`config.mk`:
```
export PLATFORM = sky130hd
export DESIGN_NAME = pid_core
export DESIGN_NICKNAME = d
export VERILOG_FILES = /design/src/rtl/pid_core.sv
export SDC_FILE = /design/constraint.sdc
export NUM_CORES = 2
export LEC_CHECK = 0
export ABC_AREA = 1
export CAP_MARGIN = 40
export CORE_ASPECT_RATIO = 0.9
export CORE_UTILIZATION = 26
export CTS_CLUSTER_DIAMETER = 200
export DETAILED_ROUTE_END_ITERATION = 7
export HOLD_SLACK_MARGIN = 0.05
export PLACE_DENSITY_LB_ADDON = 0.08
export SETUP_SLACK_MARGIN = 0.5
export SYNTH_ARGS = -nofsm -noshare
export SYNTH_HDL_FRONTEND = slang
export SYNTH_SLANG_ARGS = --single-unit
```
`constraint.sdc`:
```
create_clock -name clk -period 8.14 [get_ports clk]
set_input_delay 2.035 -clock clk [delete_from_list [all_inputs] [get_ports clk]]
set_output_delay 2.035 -clock clk [all_outputs]
set_load 0.01 [all_outputs]
```
`src/rtl/pid_core.sv`:
```
// pid_core: time-multiplexed multi-channel PID controller.
// One sample is processed at a time through ERR -> MUL -> SUM -> SAT -> OUT.
// Each channel keeps its own integrator, previous error and history flag.
// Optional build macro PID_CORE_ANTIWINDUP_EN enables conditional integration
// (integrator frozen while the output is clipped in the direction of the error).
module pid_core #(
  parameter int NCH    = 2,
  parameter int DATA_W = 13,
  parameter int GAIN_W = 13,
  parameter int FRAC_W = 6,
  parameter int INT_W  = 26,
  parameter int OUT_W  = 16,
  localparam int CH_W  = (NCH > 1) ? $clog2(NCH) : 1
) (
  input  logic                    clk,
  input  logic                    rst,
  input  logic                    in_valid,
  output logic                    in_ready,
  input  logic [CH_W-1:0]         in_ch,
  input  logic [DATA_W-1:0]       in_meas,
  input  logic [DATA_W-1:0]       target,
  input  logic [GAIN_W-1:0]       k_p,
  input  logic [GAIN_W-1:0]       k_i,
  input  logic [GAIN_W-1:0]       k_d,
  input  logic                    clr_valid,
  input  logic [CH_W-1:0]         clr_ch,
  output logic                    out_valid,
  input  logic                    out_ready,
  output logic [CH_W-1:0]         out_ch,
  output logic signed [OUT_W-1:0] out_u,
  output logic                    out_sat
);

  localparam int E_W  = DATA_W + 1;
  localparam int D_W  = DATA_W + 2;
  localparam int GS_W = GAIN_W + 1;
  localparam int PP_W = E_W + GS_W;
  localparam int PI_W = INT_W + GS_W;
  localparam int PD_W = D_W + GS_W;
  localparam int PM_W = (PI_W > PD_W) ? PI_W : PD_W;
  localparam int S_W  = PM_W + 2;

  localparam logic [CH_W:0]             NCH_L = (CH_W + 1)'(NCH);
  localparam logic signed [INT_W:0]     IMAX  = {2'b00, {(INT_W - 1){1'b1}}};
  localparam logic signed [INT_W:0]     IMIN  = -IMAX;
  localparam logic signed [S_W-1:0]     OMAX  = S_W'({1'b0, {(OUT_W - 1){1'b1}}});
  localparam logic signed [S_W-1:0]     OMIN  = ~OMAX;

  typedef enum logic [2:0] {S_IDLE, S_ERR, S_MUL, S_SUM, S_SAT, S_OUT} state_t;
  state_t r_state, w_state_nx;

  // transaction operands
  logic [CH_W-1:0]          r_ch;
  logic [DATA_W-1:0]        r_meas, r_target;
  logic [GAIN_W-1:0]        r_kp, r_ki, r_kd;
  logic signed [E_W-1:0]    r_e;
  logic signed [INT_W-1:0]  r_integ_new;
  logic signed [D_W-1:0]    r_d;
  logic signed [PP_W-1:0]   r_pp;
  logic signed [PI_W-1:0]   r_pi;
  logic signed [PD_W-1:0]   r_pd;
  logic signed [S_W-1:0]    r_s;
  logic                     r_clr_hit;
  logic [CH_W-1:0]          r_out_ch;
  logic signed [OUT_W-1:0]  r_out_u;
  logic                     r_out_sat;

  // per-channel state
  logic signed [INT_W-1:0]  r_integ [NCH];
  logic signed [E_W-1:0]    r_eprev [NCH];
  logic [NCH-1:0]           r_hist;

  logic                     w_accept, w_in_ok, w_clr_ok, w_clr_cur;
  logic signed [E_W-1:0]    w_e;
  logic signed [INT_W:0]    w_isum;
  logic signed [INT_W-1:0]  w_integ_new;
  logic signed [D_W-1:0]    w_d;
  logic signed [PP_W-1:0]   w_pp;
  logic signed [PI_W-1:0]   w_pi;
  logic signed [PD_W-1:0]   w_pd;
  logic signed [S_W-1:0]    w_sum;
  logic                     w_hi, w_lo, w_skip_i, w_wb;
  logic signed [OUT_W-1:0]  w_u;

  assign in_ready  = (r_state == S_IDLE) && !rst;
  assign out_valid = (r_state == S_OUT);
  assign out_ch    = r_out_ch;
  assign out_u     = r_out_u;
  assign out_sat   = r_out_sat;

  // handshake and clear decode
  always_comb begin
    w_accept  = in_valid && in_ready;
    w_in_ok   = {1'b0, in_ch} < NCH_L;
    w_clr_ok  = clr_valid && ({1'b0, clr_ch} < NCH_L);
    w_clr_cur = w_clr_ok && (clr_ch == r_ch);
  end

  // error, saturating integrator and derivative for the latched sample
  always_comb begin
    w_e    = $signed({1'b0, r_target}) - $signed({1'b0, r_meas});
    w_isum = (INT_W + 1)'(r_integ[r_ch]) + (INT_W + 1)'(w_e);
    if (w_isum > IMAX)      w_integ_new = IMAX[INT_W-1:0];
    else if (w_isum < IMIN) w_integ_new = IMIN[INT_W-1:0];
    else                    w_integ_new = w_isum[INT_W-1:0];
    if (r_hist[r_ch]) w_d = D_W'(w_e) - D_W'(r_eprev[r_ch]);
    else              w_d = '0;
  end

  // full-width products, sum and output clipping
  always_comb begin
    w_pp  = PP_W'(r_e)         * PP_W'($signed({1'b0, r_kp}));
    w_pi  = PI_W'(r_integ_new) * PI_W'($signed({1'b0, r_ki}));
    w_pd  = PD_W'(r_d)         * PD_W'($signed({1'b0, r_kd}));
    w_sum = S_W'(r_pp) + S_W'(r_pi) + S_W'(r_pd);
    w_hi  = r_s > OMAX;
    w_lo  = r_s < OMIN;
    if (w_hi)      w_u = OMAX[OUT_W-1:0];
    else if (w_lo) w_u = OMIN[OUT_W-1:0];
    else           w_u = r_s[OUT_W-1:0];
  end

`ifdef PID_CORE_ANTIWINDUP_EN
  assign w_skip_i = (w_hi && !r_e[E_W-1] && (r_e != '0)) || (w_lo && r_e[E_W-1]);
`else
  assign w_skip_i = 1'b0;
`endif

  // a clear of the in-flight channel at any point of the transaction cancels its writeback
  assign w_wb = (r_state == S_SAT) && !r_clr_hit && !w_clr_cur;

  // next-state logic
  always_comb begin
    w_state_nx = r_state;
    case (r_state)
      S_IDLE:  if (w_accept && w_in_ok) w_state_nx = S_ERR;
      S_ERR:   w_state_nx = S_MUL;
      S_MUL:   w_state_nx = S_SUM;
      S_SUM:   w_state_nx = S_SAT;
      S_SAT:   w_state_nx = S_OUT;
      S_OUT:   if (out_ready) w_state_nx = S_IDLE;
      default: w_state_nx = S_IDLE;
    endcase
  end

  // state register
  always_ff @(posedge clk) begin
    if (rst) r_state <= S_IDLE;
    else     r_state <= w_state_nx;
  end

  // pipeline operand registers (only consumed in their own stage, no reset needed)
  always_ff @(posedge clk) begin
    if (r_state == S_IDLE && w_accept && w_in_ok) begin
      r_ch     <= in_ch;
      r_meas   <= in_meas;
      r_target <= target;
      r_kp     <= k_p;
      r_ki     <= k_i;
      r_kd     <= k_d;
    end
    if (r_state == S_ERR) begin
      r_e         <= w_e;
      r_integ_new <= w_integ_new;
      r_d         <= w_d;
    end
    if (r_state == S_MUL) begin
      r_pp <= w_pp;
      r_pi <= w_pi;
      r_pd <= w_pd;
    end
    if (r_state == S_SUM) r_s <= w_sum >>> FRAC_W;
  end

  // output registers and in-flight clear tracking
  always_ff @(posedge clk) begin
    if (rst) begin
      r_out_ch  <= '0;
      r_out_u   <= '0;
      r_out_sat <= 1'b0;
      r_clr_hit <= 1'b0;
    end else begin
      if (r_state == S_IDLE) r_clr_hit <= 1'b0;
      else if ((r_state == S_ERR || r_state == S_MUL || r_state == S_SUM) && w_clr_cur)
        r_clr_hit <= 1'b1;
      if (r_state == S_SAT) begin
        r_out_ch  <= r_ch;
        r_out_u   <= w_u;
        r_out_sat <= w_hi || w_lo;
      end
    end
  end

  // per-channel writeback; a clear issued in the same cycle takes precedence
  always_ff @(posedge clk) begin
    if (rst) begin
      r_integ <= '{default: '0};
      r_eprev <= '{default: '0};
      r_hist  <= '0;
    end else begin
      if (w_wb) begin
        if (!w_skip_i) r_integ[r_ch] <= r_integ_new;
        r_eprev[r_ch] <= r_e;
        r_hist[r_ch]  <= 1'b1;
      end
      if (w_clr_ok) begin
        r_integ[clr_ch] <= '0;
        r_hist[clr_ch]  <= 1'b0;
      end
    end
  end

endmodule

```
==> metrics <==
HP Start=r_integ[34]$_SDFF_PP0_; pre-CTS WS=1.029 ns; global-route wire length before repair=218,700 µm; Synth Cell Area=45,290 µm²; worst reg2reg path depth=22; GP Congestion=0.8026; Synth warnings=0; drt via density=4.267; Root Driver=clkbuf_16; DR DRC count=0; total grt overflow=0; crit end category=flip-flop; Die Wd=442.0 µm; post-CTS setup buffers=0; most common cell after layout, fill and taps aside=inv_1; Ports=92; vias=32,940; FF+latch area=9709 µm²; initial antenna violation count=6; worst hold-check path type=reg -> reg; number of synthesized flops with an enable pin=254; Max-slew headroom=0.3917; Synth cell types=47; sequential area share after synthesis=0.2144; achievable clock frequency=142.5 MHz; Final Hold Viols=0; required time of the critical path=8.51 ns; final core occ=0.2968; endpoints failing setup=0; startpoint types=flip-flop; Fillers=18,440; CTS tree=built; drt wl/cell=17.99 µm; CTS sink count=358; Layout Nets=6,534; Slew Viols, Final=0; R2R setup slack=1.12 ns; Tmin final=7.020 ns; Hold-fix buffers, CTS=0; clock-pin slew on the worst setup and hold paths=0.06 ns; post-route ant nets=0; post_cts resized=0; H-tree depth=2; initial core utilization=0.2632; WP data arrival=7.39 ns; DRT iter0 DRCs=1,765; run status=finished, final reports clean; final worst path period share=0.8624; Total GRT Usage=0.1624; chip height=398.0 µm; most frequent cells in the layout=inv_1, nand2_1, fa_1, ha_1, a21oi_1; area grow syn2layout=12.75%; FF-to-FF End=r_pi[38]$_DFFE_PP_; Worst-Skew Late Latency=0.65 ns; Worst Max-Slew Pin Slew=0.9124 ns; Setup WS post-layout=1.120 ns; clock buffer count from CTS=50; share of layout cells above drive strength 1=0.03686; post-synthesis cell count=5,355; max_cap viols=0; die area=175,900 µm²; WHS=0.4444 ns; Pre-Repair DR Iteration Count=5; ys async rst share=0; I/O Buffers=91; via count of the first global-routing pass=35,990; TNS Setup=0 ns; Rows=144; Clock Tree Buf Depth=3; hold worst-path end=r_integ[34]$_SDFF_PP0_; unrepaired setup endpoints after global routing=false; CORE AREA=172,100 µm²; FF+latch count, synth=358; crit path max fanout=18; Worst Hold Depth=2; pin count of the biggest net entering global routing=72; final WL=138,900 µm; top_reg_cell synth=edfxtp_1; critical path class=reg -> reg; Mapped Avg Cell Area=8.458 µm²; hpwl dp=113,700 µm; worst-case clock skew=0.03421 ns; Worst R2R Start=r_ki[2]$_DFFE_PP_; area of the multi-input gates=29,520 µm²; post-synth net total=6,477
-- cells by family (layout without fill, tap and decap cells) --
logic type / after synthesis / count (layout) / synth area share
buffers and inverters: 1618 / 1716 / 0.1348
adders and majority gates: 1050 / 1050 / 0.4102
other: 0 / 3 / 0
AOI/OAI and AO/OA: 592 / 592 / 0.07105
DFF: 358 / 358 / 0.2144
and+or+nand+nor: 1574 / 1574 / 0.1381
xor gates and xnor gates: 163 / 163 / 0.03152
-- worst max-delay path, cell delays in order (launching register included) --
cell and delay [ns]:
edfxtp_1 0.82, buf_4 0.33, nand2_1 0.12, fa_1 0.55, fa_1 0.74, inv_1 0.21
fa_1 0.49, fa_1 0.51, fa_1 0.49, inv_1 0.05, fa_1 0.49, inv_1 0.04
ha_1 0.35, nand2_1 0.13, nor2_1 0.06, a211oi_1 0.30, o221ai_1 0.20, a31oi_1 0.22
nand3_1 0.21, a21oi_1 0.18, nor2_1 0.05, nor2_1 0.10, xnor2_1 0.09
-- worst max path at each step --
stage,startpoint,endpoint,depth (start not counted)
after floorplan,rst,r_ch$_DFFE_PP_,2
after global placement,r_ki[3]$_DFFE_PP_,r_pi[38]$_DFFE_PP_,21
after detailed placement,r_ki[2]$_DFFE_PP_,r_pi[38]$_DFFE_PP_,22
after CTS,r_ki[2]$_DFFE_PP_,r_pi[38]$_DFFE_PP_,22
after global routing,r_ki[2]$_DFFE_PP_,r_pi[38]$_DFFE_PP_,22
final,r_ki[2]$_DFFE_PP_,r_pi[38]$_DFFE_PP_,22
-- metal layers --
| metal | GRT usage | part of all wire |
|---|---|---|
| met4 | 0.03173 | 0.018 |
| met3 | 0.01773 | 0.033 |
| met1 | 0.2287 | 0.49 |
| met5 | 0 | 0 |
| met2 | 0.2689 | 0.45 |
-- cell type report --
type	instances	share of cell area
clock buffers	63	0.02668
diodes	3	0.0001470
multi-input cells	3379	0.5781
flip-flops and latches	358	0.1901
well taps	2263	0.05545
clock inverters	30	0.007644
inverters	1456	0.1070
repair buffers	167	0.03486
-- per-stage QoR --
| stage | cells | area (µm²) |
|---|---|---|
| 6_report | 7719 | 51070 |
| 3_3_place_gp | 7601 | 48840 |
| 5_1_grt | 7717 | 51060 |
| 2_1_floorplan | 5355 | 45300 |
| 4_1_cts | 7716 | 51060 |
| 3_5_place_dp | 7623 | 49310 |
-- synthesized netlist by cell type, drive strengths merged (2+ instances only) --
cell	n	area [µm²]
nand4	23	143.9
o21bai	9	67.56
nand3	80	435.4
xnor2	58	508.0
dfxtp	104	2082
clkinv	2	7.510
fa	725	14510
nand2	1193	4521
a211oi	7	52.55
o21ai	224	1125
ha	325	4066
nor2	233	884.6
clkbuf	157	589.3
a21oi	273	1374
o31ai	7	52.55
xor2	105	919.6
edfxtp	254	7627
a21boi	6	48.79
o2111ai	4	35.03
inv	1454	5458
or2	4	25.03
o221ai	8	70.07
o21a	13	97.59
buf	5	50.04
nor4	10	62.56
a31oi	19	118.9
a221oi	2	17.52
nor3	20	100.1
o211ai	9	67.56
a21o	7	52.55
nand3b	11	82.58
-- state kept, by name, summed over array words and instances, names as in the netlist --
name         cells
r_integ         52
r_pi            40
r_s             36
r_pd            29
r_eprev         28
r_pp            28
r_integ_new     26
out_u           16
r_d             15
r_e             14
r_kd            13
r_ki            13
r_kp            13
r_meas          13
r_target        13
r_state          3
r_hist           2
out_ch           1
out_sat          1
r_ch             1
r_clr_hit        1
Power is left out: the tool's default activity adds up to more than one toggle a clock period on the data nets, which glitch-free logic cannot reach.
